### src/rtl/register_scoreboard.sv
// Register write scoreboard for the 5-stage pipeline.
// Keeps one pending-write counter per architectural register, plus the
// destination of a load sitting in EXE. It drives the ID-stage stall from
// that state: full scoreboard stall, or load-use only when forwarding is on.
module register_scoreboard #(
    parameter int NUM_REGS = 16,
    parameter int ADDR_W   = 4,
    parameter int CNT_W    = 2
) (
    input  logic                clk,
    input  logic                rst,
    input  logic                forwardingEnabled,
    input  logic                twoSrc,
    input  logic [ADDR_W-1:0]   src1,
    input  logic [ADDR_W-1:0]   src2,
    input  logic                issue_valid,
    input  logic                issue_wb_en,
    input  logic                issue_mem_read,
    input  logic [ADDR_W-1:0]   issue_dest,
    input  logic                retire_valid,
    input  logic [ADDR_W-1:0]   retire_dest,
    output logic                hazard,
    output logic [NUM_REGS-1:0] busy_mask,
    output logic [2:0]          in_flight,
    output logic                overflow_err,
    output logic                underflow_err
);

    localparam logic [CNT_W-1:0] CNT_MAX = {CNT_W{1'b1}};
    // Wide enough to hold NUM_REGS saturated counters before clamping.
    localparam int SUM_W = CNT_W + $clog2(NUM_REGS) + 1;

    logic [CNT_W-1:0]    cnt      [NUM_REGS];
    logic [CNT_W-1:0]    cnt_next [NUM_REGS];
    logic [NUM_REGS-1:0] inc_vec;
    logic [NUM_REGS-1:0] dec_vec;
    logic [NUM_REGS-1:0] busy_next;
    logic [SUM_W-1:0]    sum_next;
    logic [2:0]          in_flight_next;
    logic                accept;
    logic                ovf_hit;
    logic                unf_hit;
    logic                ld_valid;
    logic [ADDR_W-1:0]   ld_dest;

    // Stall decision from registered state and the ID operands only.
    always_comb begin
        hazard = 1'b0;
        if (forwardingEnabled) begin
            hazard = ld_valid & ((src1 == ld_dest) | (twoSrc & (src2 == ld_dest)));
        end else begin
            hazard = (cnt[src1] != '0) | (twoSrc & (cnt[src2] != '0));
        end
    end

    // An issue is recorded only when it really leaves ID.
    always_comb begin
        accept = issue_valid & issue_wb_en & ~hazard;
    end

    // Decode the issue and retire ports into per-register strobes.
    always_comb begin
        inc_vec = '0;
        dec_vec = '0;
        for (int r = 0; r < NUM_REGS; r++) begin
            inc_vec[r] = accept & (issue_dest == ADDR_W'(r));
            dec_vec[r] = retire_valid & (retire_dest == ADDR_W'(r));
        end
    end

    // Next counter values with saturation, plus error detection.
    always_comb begin
        ovf_hit = 1'b0;
        unf_hit = 1'b0;
        for (int r = 0; r < NUM_REGS; r++) begin
            cnt_next[r] = cnt[r];
            // Matching issue and retire cancel; no error either way.
            if (inc_vec[r] && !dec_vec[r]) begin
                if (cnt[r] == CNT_MAX) begin
                    ovf_hit = 1'b1;
                end else begin
                    cnt_next[r] = cnt[r] + 1'b1;
                end
            end else if (dec_vec[r] && !inc_vec[r]) begin
                if (cnt[r] == '0) begin
                    unf_hit = 1'b1;
                end else begin
                    cnt_next[r] = cnt[r] - 1'b1;
                end
            end
        end
    end

    // Summary views of the post-edge counters: busy bits and clamped total.
    always_comb begin
        busy_next = '0;
        sum_next  = '0;
        for (int r = 0; r < NUM_REGS; r++) begin
            busy_next[r] = (cnt_next[r] != '0);
            sum_next     = sum_next + SUM_W'(cnt_next[r]);
        end
        in_flight_next = (sum_next > SUM_W'(7)) ? 3'd7 : sum_next[2:0];
    end

    // Counters, summaries, load tracking and sticky error flags.
    always_ff @(posedge clk) begin
        if (rst) begin
            for (int r = 0; r < NUM_REGS; r++) begin
                cnt[r] <= '0;
            end
            busy_mask     <= '0;
            in_flight     <= '0;
            ld_valid      <= 1'b0;
            overflow_err  <= 1'b0;
            underflow_err <= 1'b0;
        end else begin
            for (int r = 0; r < NUM_REGS; r++) begin
                cnt[r] <= cnt_next[r];
            end
            busy_mask     <= busy_next;
            in_flight     <= in_flight_next;
            ld_valid      <= accept & issue_mem_read;
            overflow_err  <= overflow_err | ovf_hit;
            underflow_err <= underflow_err | unf_hit;
        end
    end

    // Load destination is only meaningful while ld_valid is set.
    always_ff @(posedge clk) begin
        ld_dest <= issue_dest;
    end

endmodule

### config.mk
export PLATFORM = sky130hd
export DESIGN_NAME = register_scoreboard
export DESIGN_NICKNAME = d
export VERILOG_FILES = /design/src/rtl/register_scoreboard.sv
export SDC_FILE = /design/constraint.sdc
export NUM_CORES = 1
export LEC_CHECK = 0
export BUFFER_PORTS_ARGS = -buffer_cell sky130_fd_sc_hd__clkbuf_2
export CAP_MARGIN = 20
export CORE_MARGIN = 2
export CORE_UTILIZATION = 40
export CTS_BUF_LIST = sky130_fd_sc_hd__clkbuf_4 sky130_fd_sc_hd__clkbuf_8
export DETAILED_ROUTE_END_ITERATION = 12
export SLEW_MARGIN = 10
export SYNTH_ARGS = -nofsm -noshare
export SYNTH_HDL_FRONTEND = slang
export SYNTH_SLANG_ARGS = --single-unit
### constraint.sdc
create_clock -name clk -period 12.7 [get_ports clk]
set_input_delay 1.905 -clock clk [delete_from_list [all_inputs] [get_ports clk]]
set_output_delay 1.905 -clock clk [all_outputs]
set_load 0.01 [all_outputs]
Yosys cells after proc, flatten, opt, wreduce, memory -nomap -nowiden
Memory sizes are Yosys's and may differ from the RTL's.
Index checks and enable logic that the tools add are counted.
{"block": "word_totals", "mem_bits_rw": 32, "ff_bits": 26, "word_cells": 427, "mem_count": 1, "output_inout_bits": 22, "input_bits": 24}
{"block": "op_classes", "n_eq_ne": 48, "reduce_logical": 100, "n_bitwise": 59, "n_lt_le_gt_ge": 1, "n_addsub": 47, "mux": 165}
{"name": "cnt", "depth": 16, "width": 2, "read_ports": 18, "rd_clocked_by_memory_dff": 0, "write_ports": 16, "line_no": "33", "source": "logic [CNT_W-1:0] cnt [NUM_REGS];"}
{"cell": "$mux 2", "n": 80}
{"cell": "$mux 1", "n": 84}
{"cell": "$add 7x2->7", "n": 10}
{"cell": "$eq 4x4->1 const B", "n": 16}
{"cell": "$and 1x1->1", "n": 38}
{"cell": "$reduce_bool 2->1", "n": 18}
{"cell": "$add 2x1->2 const B", "n": 16}
{"cell": "$eq 2x2->1 const B", "n": 16}
{"cell": "$eq 4x3->1 const B", "n": 8}
{"cell": "$logic_and 1x1->1", "n": 32}
{"cell": "$logic_not 1->1", "n": 32}
{"cell": "$logic_not 2->1", "n": 16}
{"cell": "$sub 2x1->2 const B", "n": 16}
{"cell": "$or 1x1->1", "n": 20}
{"cell": "$eq 4x2->1 const B", "n": 4}
{"cell": "$eq 4x1->1 const B", "n": 2}
{"cell": "$eq 4x4->1", "n": 2}
{"cell": "$logic_not 4->1", "n": 2}
{"cell": "$add 6x2->7", "n": 1}
{"cell": "$gt 7x3->1 const B", "n": 1}
{"cell": "$add 5x2->6", "n": 1}
{"cell": "$add 4x2->5", "n": 1}
{"cell": "$add 3x2->4", "n": 1}
{"cell": "$add 2x2->3", "n": 1}
{"cell": "2 further kinds", "n": 2}

Longest topological paths before layout
Gate-level depths: netlist (run 1).
{"block": "depth", "ltp_word": 58, "mapped_depth": 25}

Worst setup path after synthesis (run 1)
OpenSTA, ideal clock, no wires.
{"block": "synth_timing", "kind": "input to register", "from": "in src1[0]", "to": "reg in_flight[0]", "required_time_ps": 12566, "path_slack_ps": 4785, "arrival_ps": 7780, "path_stages": 21, "path_buffers": 2, "cell_sequence": "buf_2 > nor4b_1 > nor4b_1 > a211oi_1 > a32oi_4 > buf_6 > nor3_1 > and2_1 > nor3_1 > a211o_1 > fa_1 > fa_1 > fa_1 > fa_1 > fa_1 > inv_1 > ha_1 > fa_1 > o21ai_0 > nor4b_1 > a21oi_1"}
{"block": "synth_via", "elab_chain_cells": 28}
{"element": "from (decl)", "line_no": "14", "source": "input logic [ADDR_W-1:0] src1,"}
{"element": "$mem_v2 16x2 / $eq 4x4->1 (equally long branches)"}
{"element": "$reduce_bool 2->1 / $or 1x1->1 (equally long branches)", "line_no": "52, 50"}
{"element": "$or 1x1->1 / $and 1x1->1 (equally long branches)", "line_no": "52, 50"}
{"element": "$mux 1 *", "line_no": "49", "source": "if (forwardingEnabled) begin"}
{"element": "$not 1->1 *", "line_no": "58", "source": "accept = issue_valid & issue_wb_en & ~hazard;"}
{"element": "$and 1x1->1 *", "line_no": "58"}
{"element": "$and 1x1->1", "line_no": "66", "source": "inc_vec[r] = accept & (issue_dest == ADDR_W'(r));"}
{"element": "$logic_not 1->1", "line_no": "84", "source": "end else if (dec_vec[r] && !inc_vec[r]) begin"}
{"element": "[4 not listed]"}
{"element": "$add 3x2->4", "line_no": "100", "source": "sum_next = sum_next + SUM_W'(cnt_next[r]);"}
{"element": "$add 4x2->5", "line_no": "100"}
{"element": "$add 5x2->6", "line_no": "100"}
{"element": "$add 6x2->7", "line_no": "100"}
{"element": "$add 7x2->7 (9 in series)", "line_no": "100"}
{"element": "$add 7x2->7 *", "line_no": "100"}
{"element": "$gt 7x3->1", "line_no": "102", "source": "in_flight_next = (sum_next > SUM_W'(7)) ? 3'd7 : sum_next[2:0];"}
{"element": "$mux 3 *", "line_no": "102"}
{"element": "to (signal assigned)", "line_no": "121", "source": "in_flight <= in_flight_next;"}
{"element": "to (decl)", "line_no": "24", "source": "output logic [2:0] in_flight,"}
Every way passes the cells marked *; elsewhere a longest branch is shown, timed or not.
A chain may end at the register's enable or synchronous reset.

==> results of run 1 <==
placed cells by master, fill, tap and decap left out, types with 5 or more instances in the layout:
| cell type | instances |
|---|---|
| sky130_fd_sc_hd__nor4_1 | 11 |
| sky130_fd_sc_hd__o21ai_0 | 25 |
| sky130_fd_sc_hd__nand2_1 | 34 |
| sky130_fd_sc_hd__nor2b_1 | 9 |
| sky130_fd_sc_hd__or2_2 | 7 |
| sky130_fd_sc_hd__nand3_1 | 21 |
| sky130_fd_sc_hd__fa_1 | 26 |
| sky130_fd_sc_hd__o21ai_1 | 7 |
| sky130_fd_sc_hd__a2111oi_2 | 5 |
| sky130_fd_sc_hd__or3_1 | 5 |
| sky130_fd_sc_hd__nand4_1 | 6 |
| sky130_fd_sc_hd__clkbuf_2 | 45 |
| sky130_fd_sc_hd__nor3_1 | 31 |
| sky130_fd_sc_hd__o31ai_1 | 5 |
| sky130_fd_sc_hd__maj3_1 | 12 |
| sky130_fd_sc_hd__dfxtp_1 | 58 |
| sky130_fd_sc_hd__and2_1 | 12 |
| sky130_fd_sc_hd__xor2_1 | 7 |
| sky130_fd_sc_hd__a21oi_1 | 27 |
| sky130_fd_sc_hd__xnor2_1 | 5 |
| sky130_fd_sc_hd__a211oi_1 | 7 |
| sky130_fd_sc_hd__nor2_1 | 78 |
| sky130_fd_sc_hd__inv_1 | 34 |
| sky130_fd_sc_hd__ha_1 | 8 |
| sky130_fd_sc_hd__or2_1 | 5 |
| sky130_fd_sc_hd__clkbuf_8 | 10 |
| sky130_fd_sc_hd__nor4b_1 | 8 |
metrics by stage:
stage / area [sq um] / worst slack (ns) / cells / hold WS, ns / power, W
floorplan: 4600 / 4.79 / 565 / 0.501 / 0.000232
global placement: 4850 / 4.00 / 721 / 0.531 / 0.000250
detailed placement: 4850 / 3.85 / 721 / 0.540 / 0.000250
CTS: 5000 / 4.21 / 733 / 0.548 / 0.000396
global route: 5000 / 3.75 / 733 / 0.610 / 0.000411
finish: 5000 / 4.23 / 733 / 0.544 / 0.000393
worst paths after layout:
kind,endpoint,slack (ns),depth (start not counted)
max,in_flight[2]$_SDFF_PP0_,4.23,21
min,busy_mask[8]$_SDFF_PP0_,0.54,2
max reg2reg,in_flight[2]$_SDFF_PP0_,5.43,21
min reg2reg,busy_mask[8]$_SDFF_PP0_,0.54,2
cell families (layout without fill, tap and decap cells):
group	count (synthesis)	after routing
xor+xnor	12	12
flops	58	58
simple gates	257	257
compound gates	117	117
fa+ha+maj	46	46
buf+inv	68	93
mux	7	7
report_power, final:
group,switching (W),leakage (nW),internal (W),total (W)
Clock,0.0000735,0.0804,0.0000736,0.000147
Combinational,0.0000364,1.34,0.0000212,0.0000576
Sequential,0.00000299,0.470,0.000185,0.000188
metal layers:
metal | global-route usage (%) | vias up | part of all wire [%]
met1 | 30.6 | 2038 | 46
met4 | 7.90 | 0 | 2.1
li1 | - | 2058 | -
met5 | 0 | - | 0
met2 | 35.0 | 157 | 46
met3 | 4.10 | 25 | 6.1
state kept, by name (all words and copies together), names as in the netlist:
signal	cells
in_flight	3
ld_valid	1
cnt	32
overflow_err	1
ld_dest	4
busy_mask	16
underflow_err	1
worst max-delay path, cell delays in order:
cell,delay (ns)
sky130_fd_sc_hd__clkbuf_2,0.23
sky130_fd_sc_hd__mux4_2,0.54
sky130_fd_sc_hd__nand3_1,0.09
sky130_fd_sc_hd__or4b_4,0.47
sky130_fd_sc_hd__a32oi_4,0.58
sky130_fd_sc_hd__nor4b_1,0.22
sky130_fd_sc_hd__a21oi_1,0.21
sky130_fd_sc_hd__nor2_1,0.08
sky130_fd_sc_hd__a211oi_1,0.44
sky130_fd_sc_hd__fa_1,0.55
sky130_fd_sc_hd__fa_1,0.43
sky130_fd_sc_hd__fa_1,0.54
sky130_fd_sc_hd__inv_1,0.05
sky130_fd_sc_hd__fa_1,0.46
sky130_fd_sc_hd__fa_1,0.55
sky130_fd_sc_hd__inv_1,0.04
sky130_fd_sc_hd__ha_1,0.21
sky130_fd_sc_hd__fa_1,0.38
sky130_fd_sc_hd__o21ai_0,0.14
sky130_fd_sc_hd__nor4b_1,0.42
sky130_fd_sc_hd__a21oi_1,0.13
synthesized netlist by cell type (6+ instances only):
master                     count  area, sq um
sky130_fd_sc_hd__nor2_1       78          293
sky130_fd_sc_hd__dfxtp_1      58         1160
sky130_fd_sc_hd__inv_1        34          128
sky130_fd_sc_hd__nand2_1      34          128
sky130_fd_sc_hd__nor3_1       31          155
sky130_fd_sc_hd__a21oi_1      27          135
sky130_fd_sc_hd__fa_1         26          521
sky130_fd_sc_hd__o21ai_0      25          125
sky130_fd_sc_hd__clkbuf_1     22         82.6
sky130_fd_sc_hd__nand3_1      21          105
sky130_fd_sc_hd__and2_1       12         75.1
sky130_fd_sc_hd__maj3_1       12          120
sky130_fd_sc_hd__nor4_1       11         68.8
sky130_fd_sc_hd__nor2b_1       9         56.3
sky130_fd_sc_hd__ha_1          8          100
sky130_fd_sc_hd__nor4b_1       8         70.1
sky130_fd_sc_hd__a211oi_1      7         52.6
sky130_fd_sc_hd__o21ai_1       7         35.0
sky130_fd_sc_hd__or2_2         7         43.8
sky130_fd_sc_hd__xor2_1        7         61.3
sky130_fd_sc_hd__nand4_1       6         37.5
cell type report:
class	count	area (sq um)
Fill cell	1167	6320
Multi-Input combinational cell	439	3140
Sequential cell	58	1160
Timing Repair Buffer	47	240
Tap cell	143	179
Clock buffer	11	145
Inverter	34	128
Clock inverter	1	5.00
==> impl_table.tex, run 1 <==
\begin{tabular}{lr}
\hline
Metric & Value \\
\hline
\multicolumn{2}{l}{\textbf{STA}} \\
\quad Worst-case clock skew & 0.00752 ns \\
\quad Final Cycle Share & 66.7\% \\
\quad Sum of negative setup slack & 0 ns \\
\quad Final worst path period need & 8.47 ns \\
\quad Max Clock Freq & 118 MHz \\
\quad Final Setup Violations & 0 \\
\quad Setup repair after global routing missed its margin & false \\
\quad Final max-slew violation count & 0 \\
\quad Slew margin rel. & 36.7\% \\
\quad Fin. Hold Viols & 0 \\
\quad Worst-margin pin slew & 0.947 ns \\
\multicolumn{2}{l}{\textbf{Layout}} \\
\quad Antenna fix cells & 0 \\
\quad Proportion of layout cells with a drive suffix above 1 & 15.6\% \\
\quad Number of nets in the layout & 647 \\
\quad Post-route core utilization & 44.2\% \\
\quad Synth-to-layout area growth & 8.82\% \\
\multicolumn{2}{l}{\textbf{Global route}} \\
\quad Maximum number of pins on one net before global-route repair & 54 \\
\quad Via count of the first global-routing pass & 4,135 \\
\quad Global Route Usage Sum & 22.2\% \\
\quad Initial antenna violation count & 0 \\
\quad Global-route wire length before repair & 21.9 mm \\
\quad Leftover overflow at the end of global routing & 0 \\
\multicolumn{2}{l}{\textbf{Clock tree}} \\
\quad Number of hold buffers added after CTS & 0 \\
\quad Library cell used as clock root buffer & sky130\_fd\_sc\_hd\_\_clkbuf\_8 \\
\quad Buffers inserted during post-CTS setup optimization & 0 \\
\quad Clock transition time at the flip-flop clock pins of the worst setup and hold paths & 0.07 ns \\
\quad Worst-Skew Late Latency & 0.36 ns \\
\quad Buffer levels on the longest clock path & 2 \\
\quad Count of instances resized after the clock tree is built & 0 \\
\quad CTS H-Tree Depth & 3 \\
\quad Total clock buffers created by CTS & 9 \\
\quad Clock tree from TritonCTS & built \\
\quad Total clock sinks & 58 \\
\multicolumn{2}{l}{\textbf{Critical path}} \\
\quad Signal arrival time at the worst endpoint & 8.69 ns \\
\quad Critical path required time & 12.91 ns \\
\quad FF-to-FF Start & cnt[9][0]\$\_SDFF\_PP0\_ \\
\quad Critical Path Start Type & input pin \\
\quad Largest fanout on the critical path & 20 \\
\quad Worst setup startpoint & src2[0] \\
\quad Critical Path End Type & flip-flop \\
\quad Critical path start-end classification & in -> reg \\
\multicolumn{2}{l}{\textbf{Drt}} \\
\quad Wirelength per Cell & 18.0 microns \\
\quad DRC viols & 0 \\
\quad Number of DRC markers after the initial detailed-route iteration & 296 \\
\quad Final wirelength & 13.2 mm \\
\quad Count of vias placed by the detailed router & 4,278 \\
\quad Remaining number of nets flagged by the antenna check after routing & 0 \\
\quad Via density per instance & 5.84 \\
\quad DR pass1 iterations & 5 \\
\multicolumn{2}{l}{\textbf{Synthesis}} \\
\quad Share of synthesized area spent on multiplexers & 2.61\% \\
\quad Post-synthesis xor/xnor area fraction & 2.29\% \\
\quad Post-synthesis cell type count & 69 \\
\quad Simple-gate area share of the yosys netlist & 29.3\% \\
\quad Cells after Synth & 565 \\
\quad Register bit count reported by yosys & 58 \\
\quad Proportion of synthesized chip area in sequential cells & 25.3\% \\
\quad Mean area per synthesized cell & 8.14 sq um \\
\quad Combinational family with the most area after synthesis & simple AND/OR/NAND/NOR gates \\
\quad Adder-Cell Fraction of Synth Area & 16.1\% \\
\quad Fraction of registers with async set/reset & 0\% \\
\quad Post-Synthesis Cell Area & 0.00460 sq mm \\
\quad Number of synthesized flops with an enable pin & 0 \\
\quad Yosys Warn Count & 0 \\
\quad Synth Net Count & 623 \\
\quad Complex-gate fraction of the synthesized area & 18.0\% \\
\quad Most used DFF post-synth & sky130\_fd\_sc\_hd\_\_dfxtp\_1 \\
\multicolumn{2}{l}{\textbf{Die}} \\
\quad Total I/O pin count & 46 \\
\quad Chip Width & 111 microns \\
\quad Die outline area & 0.0124 sq mm \\
\quad Vert. Die Dim & 111 microns \\
\quad Initial cell density of the core & 40.6\% \\
\quad Number of standard-cell rows in the floorplan & 39 \\
\quad Core ar. & 0.0113 sq mm \\
\multicolumn{2}{l}{\textbf{Job}} \\
\quad \# Max-Cap Violations & 0 \\
\multicolumn{2}{l}{\textbf{Worst hold path}} \\
\quad Worst hold path class & reg -> reg \\
\quad Origin of the worst min-delay path & cnt[8][1]\$\_SDFF\_PP0\_ \\
\multicolumn{2}{l}{\textbf{Power}} \\
\quad Max IR drop VDD & 0.0000407 V \\
\quad Leakage power & 1.89 nW \\
\quad Pwr per Cell Area & 78.6 mW/mm\^{}2 \\
\multicolumn{2}{l}{\textbf{Place}} \\
\quad Half-perimeter wire length after placement & 10.3 mm \\
\quad RePlAce Congestion & 0.907 \\
\quad Number of buffer cells added on primary ports & 45 \\
\multicolumn{2}{l}{\textbf{Outcome}} \\
\quad Result of the run & finished clean \\
\hline
\end{tabular}
Power figures use the tool's default switching activity.
==> run 2, diff against run 1 <==
==> constraint.sdc (replaced) <==
create_clock -name clk -period 7.03 [get_ports clk]
set_input_delay 1.0545 -clock clk [delete_from_list [all_inputs] [get_ports clk]]
set_output_delay 1.0545 -clock clk [all_outputs]
set_load 0.01 [all_outputs]
==> run 2 against run 1 <==
Global-route usage rose by 0.98 points; via count rose by 8.3%; largest cell class unchanged; combinational power rose by 150%; first-iteration DRC count fell by 1.4%; critical endpoint unchanged; clock power rose by 120%; highest routed layer unchanged; sequential share of layout area fell by 3.6 points; worst hold slack improved by 0.021 ns; register-to-register slack got worse by 5.1 ns.
==> impl_table.tex, run 2 (same netlist as run 1, synthesis figures left out) <==
\begin{tabular}{lr}
\hline
Metric & Value \\
\hline
\multicolumn{2}{l}{\textbf{Critical path}} \\
\quad R2R depth & 23 (+9.5\%) \\
\quad Critical Path End Type & flip-flop \\
\quad Family with the most delay on the worst path & adder cells \\
\quad Cell type with the highest occurrence count on the critical path & sky130\_fd\_sc\_hd\_\_fa\_1 \\
\quad FF-to-FF Start & cnt[8][0]\$\_SDFF\_PP0\_ \\
\quad Critical Path Start Type & input pin \\
\quad Largest fanout on the critical path & 7 (-65\%) \\
\quad End of the worst register-to-register path & in\_flight[2]\$\_SDFF\_PP0\_ \\
\quad Signal arrival time at the worst endpoint & 7.09 ns (-1.60 ns) \\
\quad Number of buffer and inverter stages on the critical path & 5 (+2) \\
\quad CP Cell Sequence & buf\_4, mux4\_2, nand3\_1, or4b\_4, a32oi\_4, buf\_12, buf\_8, nor3\_2, o21ai\_0, nor2b\_2, nor2\_2, fa\_1, inv\_1, fa\_1, fa\_1, fa\_1, fa\_1, inv\_1, ha\_2, fa\_2, o21ai\_1, nor4b\_4, a21oi\_1 \\
\quad Worst path slowest cell & sky130\_fd\_sc\_hd\_\_fa\_1 \\
\quad Worst path depth & 23 (+9.5\%) \\
\quad Critical path required time & 7.26 ns (-5.65 ns) \\
\quad Max stage delay on crit path & 0.54 ns (-0.04 ns) \\
\quad Register-to-register setup slack & 0.34 ns (-5.09 ns) \\
\quad Critical path start-end classification & in -> reg \\
\multicolumn{2}{l}{\textbf{Outcome}} \\
\quad Result of the run & finished clean \\
\multicolumn{2}{l}{\textbf{Global route}} \\
\quad Initial antenna violation count & 0 (unchanged) \\
\quad Maximum number of pins on one net before global-route repair & 54 (unchanged) \\
\quad Global Route Usage Sum & 23.2\% (+0.98 points) \\
\quad Global-route wire length before repair & 22.7 mm (+3.7\%) \\
\quad Leftover overflow at the end of global routing & 0 (unchanged) \\
\quad Via count of the first global-routing pass & 4,526 (+9.5\%) \\
\multicolumn{2}{l}{\textbf{Drt}} \\
\quad DR pass1 iterations & 6 (+1) \\
\quad Remaining number of nets flagged by the antenna check after routing & 0 (unchanged) \\
\quad Number of DRC markers after the initial detailed-route iteration & 292 (-1.4\%) \\
\quad Wirelength per Cell & 17.1 microns (-5.2\%) \\
\quad Count of vias placed by the detailed router & 4,635 (+8.3\%) \\
\quad DRC viols & 0 (unchanged) \\
\quad Final wirelength & 14.0 mm (+6.3\%) \\
\quad Via density per instance & 5.64 (-3.4\%) \\
\multicolumn{2}{l}{\textbf{Place}} \\
\quad Placed Cells & 800 (+11\%) \\
\quad Placement Setup Slack & -0.399 ns (-4.25 ns) \\
\quad Number of buffer cells added on primary ports & 45 (unchanged) \\
\quad RePlAce Congestion & 0.977 (+7.7\%) \\
\quad Half-perimeter wire length after placement & 10.8 mm (+5.3\%) \\
\multicolumn{2}{l}{\textbf{STA}} \\
\quad Sum of negative setup slack & 0 ns (unchanged) \\
\quad Final Setup Violations & 0 (unchanged) \\
\quad Final worst path period need & 6.86 ns \\
\quad Final max-slew violation count & 0 (unchanged) \\
\quad Final setup slack of the worst path & 0.170 ns (-4.06 ns) \\
\quad Slew margin rel. & 54.8\% (+18 points) \\
\quad Fin. Hold Viols & 0 (unchanged) \\
\quad Worst-margin pin slew & 0.673 ns (-0.275 ns) \\
\quad Max Clock Freq & 146 MHz \\
\quad Worst-case clock skew & 0.0109 ns (+0.00338 ns) \\
\quad Final Cycle Share & 97.6\% \\
\multicolumn{2}{l}{\textbf{Clock tree}} \\
\quad CTS H-Tree Depth & 3 (unchanged) \\
\quad Total clock buffers created by CTS & 9 (unchanged) \\
\quad Total clock sinks & 58 (unchanged) \\
\quad Buffer levels on the longest clock path & 2 (unchanged) \\
\quad Clock transition time at the flip-flop clock pins of the worst setup and hold paths & 0.07 ns (about the same) \\
\quad Worst-Skew Late Latency & 0.37 ns (about the same) \\
\quad Library cell used as clock root buffer & sky130\_fd\_sc\_hd\_\_clkbuf\_8 \\
\quad Clock tree from TritonCTS & built \\
\multicolumn{2}{l}{\textbf{Power}} \\
\quad Clock network power share & 39.8\% (+2.4 points) \\
\quad Pwr per Cell Area & 135 mW/mm\^{}2 (+72\%) \\
\quad Relative contribution of combinational cells to total power & 17.7\% (+3.0 points) \\
\quad Leakage power & 2.39 nW (+27\%) \\
\quad Net switching power of the design & 0.000225 W (+100\%) \\
\quad Cell-internal power & 0.000576 W (+110\%) \\
\quad Max IR drop VDD & 0.0000874 V (+110\%) \\
\quad Fraction of power spent switching nets & 28.1\% (-0.61 points) \\
\quad Reg power frac & 42.5\% (-5.4 points) \\
\multicolumn{2}{l}{\textbf{Layout}} \\
\quad Total of fill cells in the finished design & 1,082 (-7.3\%) \\
\quad Commonest cells after routing, fill and taps aside & sky130\_fd\_sc\_hd\_\_buf\_4 (83), sky130\_fd\_sc\_hd\_\_nor2\_1 (77), sky130\_fd\_sc\_hd\_\_dfxtp\_1 (58) \\
\quad Largest registers & cnt (32), busy\_mask (16), ld\_dest (4) \\
\quad Most flop-heavy register & cnt \\
\quad Max FFs per register & 32 (unchanged) \\
\quad Most common cell after layout, fill and taps aside & sky130\_fd\_sc\_hd\_\_buf\_4 \\
\quad Synth-to-layout area growth & 28.9\% \\
\quad Number of nets in the layout & 732 (+13\%) \\
\quad Antenna fix cells & 0 (unchanged) \\
\quad Final non-filler cell total & 822 (+12\%) \\
\quad Proportion of layout cells with a drive suffix above 1 & 30.5\% (+15 points) \\
\multicolumn{2}{l}{\textbf{Job}} \\
\quad \# Max-Cap Violations & 0 (unchanged) \\
\multicolumn{2}{l}{\textbf{Die}} \\
\quad Chip Width & 111 microns (unchanged) \\
\quad Die outline area & 0.0124 sq mm (unchanged) \\
\quad Core ar. & 0.0113 sq mm (unchanged) \\
\quad Number of standard-cell rows in the floorplan & 39 (unchanged) \\
\quad Total I/O pin count & 46 (unchanged) \\
\quad Vert. Die Dim & 111 microns (unchanged) \\
\quad Initial cell density of the core & 40.6\% (unchanged) \\
\multicolumn{2}{l}{\textbf{Worst hold path}} \\
\quad Hold Path Stages & 2 (unchanged) \\
\quad Worst hold path endpoint & busy\_mask[12]\$\_SDFF\_PP0\_ \\
\quad Origin of the worst min-delay path & cnt[12][1]\$\_SDFF\_PP0\_ \\
\quad Worst hold path class & reg -> reg \\
\hline
\end{tabular}
## run 2: cell count changes in the layout (fill, tap and decap cells not counted), moves of 4 or more
| cell | previous run | this run |
|---|---|---|
| sky130_fd_sc_hd__a211oi_2 | 0 | 4 |
| sky130_fd_sc_hd__buf_4 | 2 | 83 |
| sky130_fd_sc_hd__fa_1 | 26 | 22 |
| sky130_fd_sc_hd__nor3_1 | 31 | 27 |
| sky130_fd_sc_hd__a211oi_1 | 7 | 3 |
| sky130_fd_sc_hd__fa_2 | 0 | 4 |
| sky130_fd_sc_hd__nor4b_1 | 8 | 4 |
## run 2: how the worst max path moves through the flow
stage,endpoint,from,slack (ns)
CTS,in_flight[2]$_SDFF_PP0_,src2[0],0.007
finish,in_flight[2]$_SDFF_PP0_,src2[0],0.17
detailed placement,in_flight[1]$_SDFF_PP0_,src2[0],-0.40
floorplan,in_flight[0]$_SDFF_PP0_,src1[0],0.10
global route,in_flight[2]$_SDFF_PP0_,src2[0],-0.12
global placement,in_flight[0]$_SDFF_PP0_,src2[0],-0.27
## run 2: what timing repair did
action / in CTS / in global routing
hold endpoints to repair: 0 / 0
pin swaps: 0 / 14
setup endpoints to repair: 2 / 3
hold buffers: 0 / 0
setup buffers: 0 / 4
cloned: 0 / 2
gates resized for setup: 1 / 44
## run 2: final cells by class
class	instances	area (sq um)	share of cell area (%)
clock buffer	13	154	2.60
clock inverter	3	40.0	0.676
inverter	34	128	2.15
multi-input combinational	439	3330	56.2
sequential	58	1160	19.6
tap	143	179	3.02
timing repair buffer	132	935	15.8
## run 2: worst min-delay path: stages, from the launching register on
cell                      delay (ns)
sky130_fd_sc_hd__dfxtp_1        0.36
sky130_fd_sc_hd__nor2_1         0.12
sky130_fd_sc_hd__nor2_1         0.05
## run 2: power groups by stage
stage / sequential (W) / combinational (W) / clock, W
final: 0.000341 / 0.000142 / 0.000319
after global routing: 0.000341 / 0.000154 / 0.000345
after CTS: 0.000341 / 0.000125 / 0.000331
after detailed placement: 0.000348 / 0.000124 / 0
after global placement: 0.000348 / 0.000122 / 0
after floorplan: 0.000347 / 0.0000734 / 0
## run 2: routing by layer
metal	track usage [%]	wire, microns	vias to the layer above
li1	-	-	2237
met1	30.8	6210	2215
met2	35.9	6320	148
met3	4.81	935	35
met4	11.4	579	0
met5	0	0	-
## run 2: stage by stage
stage / hold WS, ns / util (%) / total power, W / area [sq um]
3_5_place_dp: 0.560 / 48.3 / 0.000472 / 5470
3_3_place_gp: 0.547 / 48.3 / 0.000470 / 5470
2_1_floorplan: 0.501 / - / 0.000420 / 4610
5_1_grt: 0.599 / 52.3 / 0.000840 / 5920
6_report: 0.566 / 52.3 / 0.000802 / 5920
4_1_cts: 0.570 / 50.1 / 0.000797 / 5670
==> run 3, diff against run 2 <==
--- a/config.mk
+++ b/config.mk
@@ -11,6 +11,7 @@
 export CORE_UTILIZATION = 40
 export CTS_BUF_LIST = sky130_fd_sc_hd__clkbuf_4 sky130_fd_sc_hd__clkbuf_8
 export DETAILED_ROUTE_END_ITERATION = 12
+export GPL_TIMING_DRIVEN = 0
 export SLEW_MARGIN = 10
 export SYNTH_ARGS = -nofsm -noshare
 export SYNTH_HDL_FRONTEND = slang
==> run 3 against run 2 <==
Via count decreased by 2.7%; sequential cell count unchanged; clock-buffer cell count increased by 1; sequential power about the same; utilization decreased by 2.3 points; die area unchanged; global-route usage increased by 0.11 points; combinational power about the same; critical path depth increased by 2; largest cell class unchanged; clock skew decreased by 0.0035 ns; critical endpoint is now in_flight[0]$_SDFF_PP0_; worst setup slack improved by 0.021 ns.
==> impl_table.tex, run 3 (same netlist as run 1, synthesis figures left out) <==
\begin{tabular}{lr}
\hline
Metric & Value \\
\hline
\multicolumn{2}{l}{\textbf{Die}} \\
\quad Number of standard-cell rows in the floorplan & 39 (unchanged) \\
\quad Die outline area & 0.0124 sq mm (unchanged) \\
\quad Vert. Die Dim & 111 microns (unchanged) \\
\quad Core ar. & 0.0113 sq mm (unchanged) \\
\quad Total I/O pin count & 46 (unchanged) \\
\quad Chip Width & 111 microns (unchanged) \\
\quad Initial cell density of the core & 40.6\% (unchanged) \\
\multicolumn{2}{l}{\textbf{Layout}} \\
\quad Final non-filler cell total & 786 (-4.4\%) \\
\quad Number of nets in the layout & 696 (-4.9\%) \\
\quad Most common cell after layout, fill and taps aside & sky130\_fd\_sc\_hd\_\_nor2\_1 \\
\quad Most flop-heavy register & cnt \\
\quad Antenna fix cells & 0 (unchanged) \\
\quad Max FFs per register & 32 (unchanged) \\
\quad Final design instance area without fill & 0.00566 sq mm (-4.4\%) \\
\quad Largest registers & cnt (32), busy\_mask (16), ld\_dest (4) \\
\quad Synth-to-layout area growth & 23.2\% \\
\quad Post-route core utilization & 50.0\% (-2.3 points) \\
\quad Commonest cells after routing, fill and taps aside & sky130\_fd\_sc\_hd\_\_nor2\_1 (76), sky130\_fd\_sc\_hd\_\_dfxtp\_1 (58), sky130\_fd\_sc\_hd\_\_clkbuf\_2 (40) \\
\quad Proportion of layout cells with a drive suffix above 1 & 26.0\% (-4.5 points) \\
\multicolumn{2}{l}{\textbf{Global route}} \\
\quad Initial antenna violation count & 0 (unchanged) \\
\quad Global-route wire length before repair & 22.3 mm (-1.9\%) \\
\quad Global Route Usage Sum & 23.3\% (+0.11 points) \\
\quad Leftover overflow at the end of global routing & 0 (unchanged) \\
\quad Via count of the first global-routing pass & 4,174 (-7.8\%) \\
\quad Maximum number of pins on one net before global-route repair & 11 (-80\%) \\
\multicolumn{2}{l}{\textbf{Critical path}} \\
\quad Worst setup startpoint & src2[0] \\
\quad Critical Path Start Type & input pin \\
\quad Critical Path End Type & flip-flop \\
\quad Largest fanout on the critical path & 6 (-1) \\
\quad End of the worst register-to-register path & in\_flight[0]\$\_SDFF\_PP0\_ \\
\quad Register-to-register setup slack & 0.32 ns (-0.02 ns) \\
\quad Worst path slowest cell & sky130\_fd\_sc\_hd\_\_fa\_1 \\
\quad Max stage delay on crit path & 0.60 ns (+0.06 ns) \\
\quad FF-to-FF Start & cnt[14][0]\$\_SDFF\_PP0\_ \\
\quad Cell type with the highest occurrence count on the critical path & sky130\_fd\_sc\_hd\_\_fa\_1 \\
\quad Critical path required time & 7.25 ns (about the same) \\
\quad R2R depth & 24 (+4.3\%) \\
\quad Signal arrival time at the worst endpoint & 7.06 ns (-0.03 ns) \\
\quad Critical path start-end classification & in -> reg \\
\multicolumn{2}{l}{\textbf{Outcome}} \\
\quad Result of the run & finished clean \\
\multicolumn{2}{l}{\textbf{Drt}} \\
\quad Count of vias placed by the detailed router & 4,511 (-2.7\%) \\
\quad Wirelength per Cell & 18.1 microns (+6.1\%) \\
\quad Final wirelength & 14.2 mm (+1.4\%) \\
\quad Remaining number of nets flagged by the antenna check after routing & 0 (unchanged) \\
\quad Number of DRC markers after the initial detailed-route iteration & 236 (-19\%) \\
\quad Via density per instance & 5.74 (+1.8\%) \\
\quad DRC viols & 0 (unchanged) \\
\quad DR pass1 iterations & 5 (-1) \\
\multicolumn{2}{l}{\textbf{Power}} \\
\quad Pwr per Cell Area & 144 mW/mm\^{}2 (+6.8\%) \\
\quad Leakage power & 2.17 nW (-9.3\%) \\
\quad Max IR drop VDD & 0.0000800 V (-8.5\%) \\
\multicolumn{2}{l}{\textbf{STA}} \\
\quad Final Setup Violations & 0 (unchanged) \\
\quad Sum of negative setup slack & 0 ns (unchanged) \\
\quad Final Cycle Share & 97.3\% (-0.29 points) \\
\quad Slew margin rel. & 45.0\% (-9.8 points) \\
\quad Final max-slew violation count & 0 (unchanged) \\
\quad Worst-margin pin slew & 0.824 ns (+0.151 ns) \\
\quad Final worst path period need & 6.84 ns (-0.0207 ns) \\
\quad Fin. Hold Viols & 0 (unchanged) \\
\quad Max Clock Freq & 146 MHz (+0.30\%) \\
\quad Fin Hold WS & 0.548 ns (-0.0173 ns) \\
\quad Worst-case clock skew & 0.00739 ns (-0.00352 ns) \\
\multicolumn{2}{l}{\textbf{Worst hold path}} \\
\quad Hold Path Stages & 2 (unchanged) \\
\quad Origin of the worst min-delay path & cnt[9][1]\$\_SDFF\_PP0\_ \\
\quad Worst hold path class & reg -> reg \\
\quad Worst hold path endpoint & busy\_mask[9]\$\_SDFF\_PP0\_ \\
\multicolumn{2}{l}{\textbf{Clock tree}} \\
\quad Library cell used as clock root buffer & sky130\_fd\_sc\_hd\_\_clkbuf\_8 \\
\quad Clock transition time at the flip-flop clock pins of the worst setup and hold paths & 0.06 ns (about the same) \\
\quad Total clock sinks & 58 (unchanged) \\
\quad Buffer levels on the longest clock path & 2 (unchanged) \\
\quad CTS H-Tree Depth & 3 (unchanged) \\
\quad Total clock buffers created by CTS & 9 (unchanged) \\
\quad Clock tree from TritonCTS & built \\
\quad Worst-Skew Late Latency & 0.37 ns (about the same) \\
\multicolumn{2}{l}{\textbf{Place}} \\
\quad Half-perimeter wire length after placement & 10.7 mm (-1.6\%) \\
\quad Placed Cells & 749 (-6.4\%) \\
\quad Number of buffer cells added on primary ports & 41 (-8.9\%) \\
\quad Placed instance area & 0.00499 sq mm (-8.7\%) \\
\quad RePlAce Congestion & 0.924 (-5.4\%) \\
\multicolumn{2}{l}{\textbf{Job}} \\
\quad \# Max-Cap Violations & 0 (unchanged) \\
\hline
\end{tabular}
-- run 3: cell count changes in the layout (fill, tap and decap cells not counted), sizes merged --
cell    change
clkinv      -1
clkbuf     +17
buf        -52
-- run 3: worst max-delay path, delay by kind of cell --
kind                     cells  cell delay, ns
AO/OA/AOI/OAI                6            0.97
AND/OR/NAND/NOR              5            1.09
buffers and inverters        7            0.79
adder cells (fa/ha/maj)      7            3.12
-- run 3: timing repair --
action | 4_1_cts | 5_1_grt
setup endpoints to repair | 3 | 3
hold buffers | 0 | 0
cloned | 0 | 0
pin swaps | 10 | 35
setup buffers | 11 | 11
resized for setup | 24 | 54
-- run 3: worst max-delay path by stage --
stage | cells after the start | to | slack [ns]
detailed placement | 23 | in_flight[0]$_SDFF_PP0_ | -0.86
finish | 25 | in_flight[0]$_SDFF_PP0_ | 0.19
global placement | 25 | in_flight[0]$_SDFF_PP0_ | -0.77
global route | 23 | in_flight[0]$_SDFF_PP0_ | -0.01
CTS | 24 | in_flight[0]$_SDFF_PP0_ | 0.004
floorplan | 22 | in_flight[0]$_SDFF_PP0_ | 0.10
-- run 3: final cells by class --
cell class	count	area [sq um]
buffer	33	189
clock buffer	14	174
multi-input combinational	439	3410
fill	1090	5660
inverter	34	128
tap	143	179
clock inverter	2	35.0
timing repair buffer	63	384
sequential	58	1160
-- run 3: per-layer routing --
layer / global-route usage [%] / vias to the layer above / wire (microns)
li1: - / 2172 / -
met1: 31.5 / 2117 / 6260
met2: 36.3 / 184 / 6380
met3: 4.05 / 38 / 1050
met4: 10.9 / 0 / 557
met5: 0 / - / 0
-- run 3: through the flow --
stage	setup slack (ns)	total power, W
2_1_floorplan	0.103	0.000420
3_3_place_gp	-0.768	0.000459
3_5_place_dp	-0.859	0.000460
4_1_cts	0.00372	0.000808
5_1_grt	-0.0102	0.000852
6_report	0.191	0.000818
-- run 3: power breakdown --
group / internal, W / switching, W / total [W]
clock network: 0.000195 / 0.000144 / 0.000338
registers: 0.000335 / 0.00000306 / 0.000338
logic: 0.0000575 / 0.0000846 / 0.000142
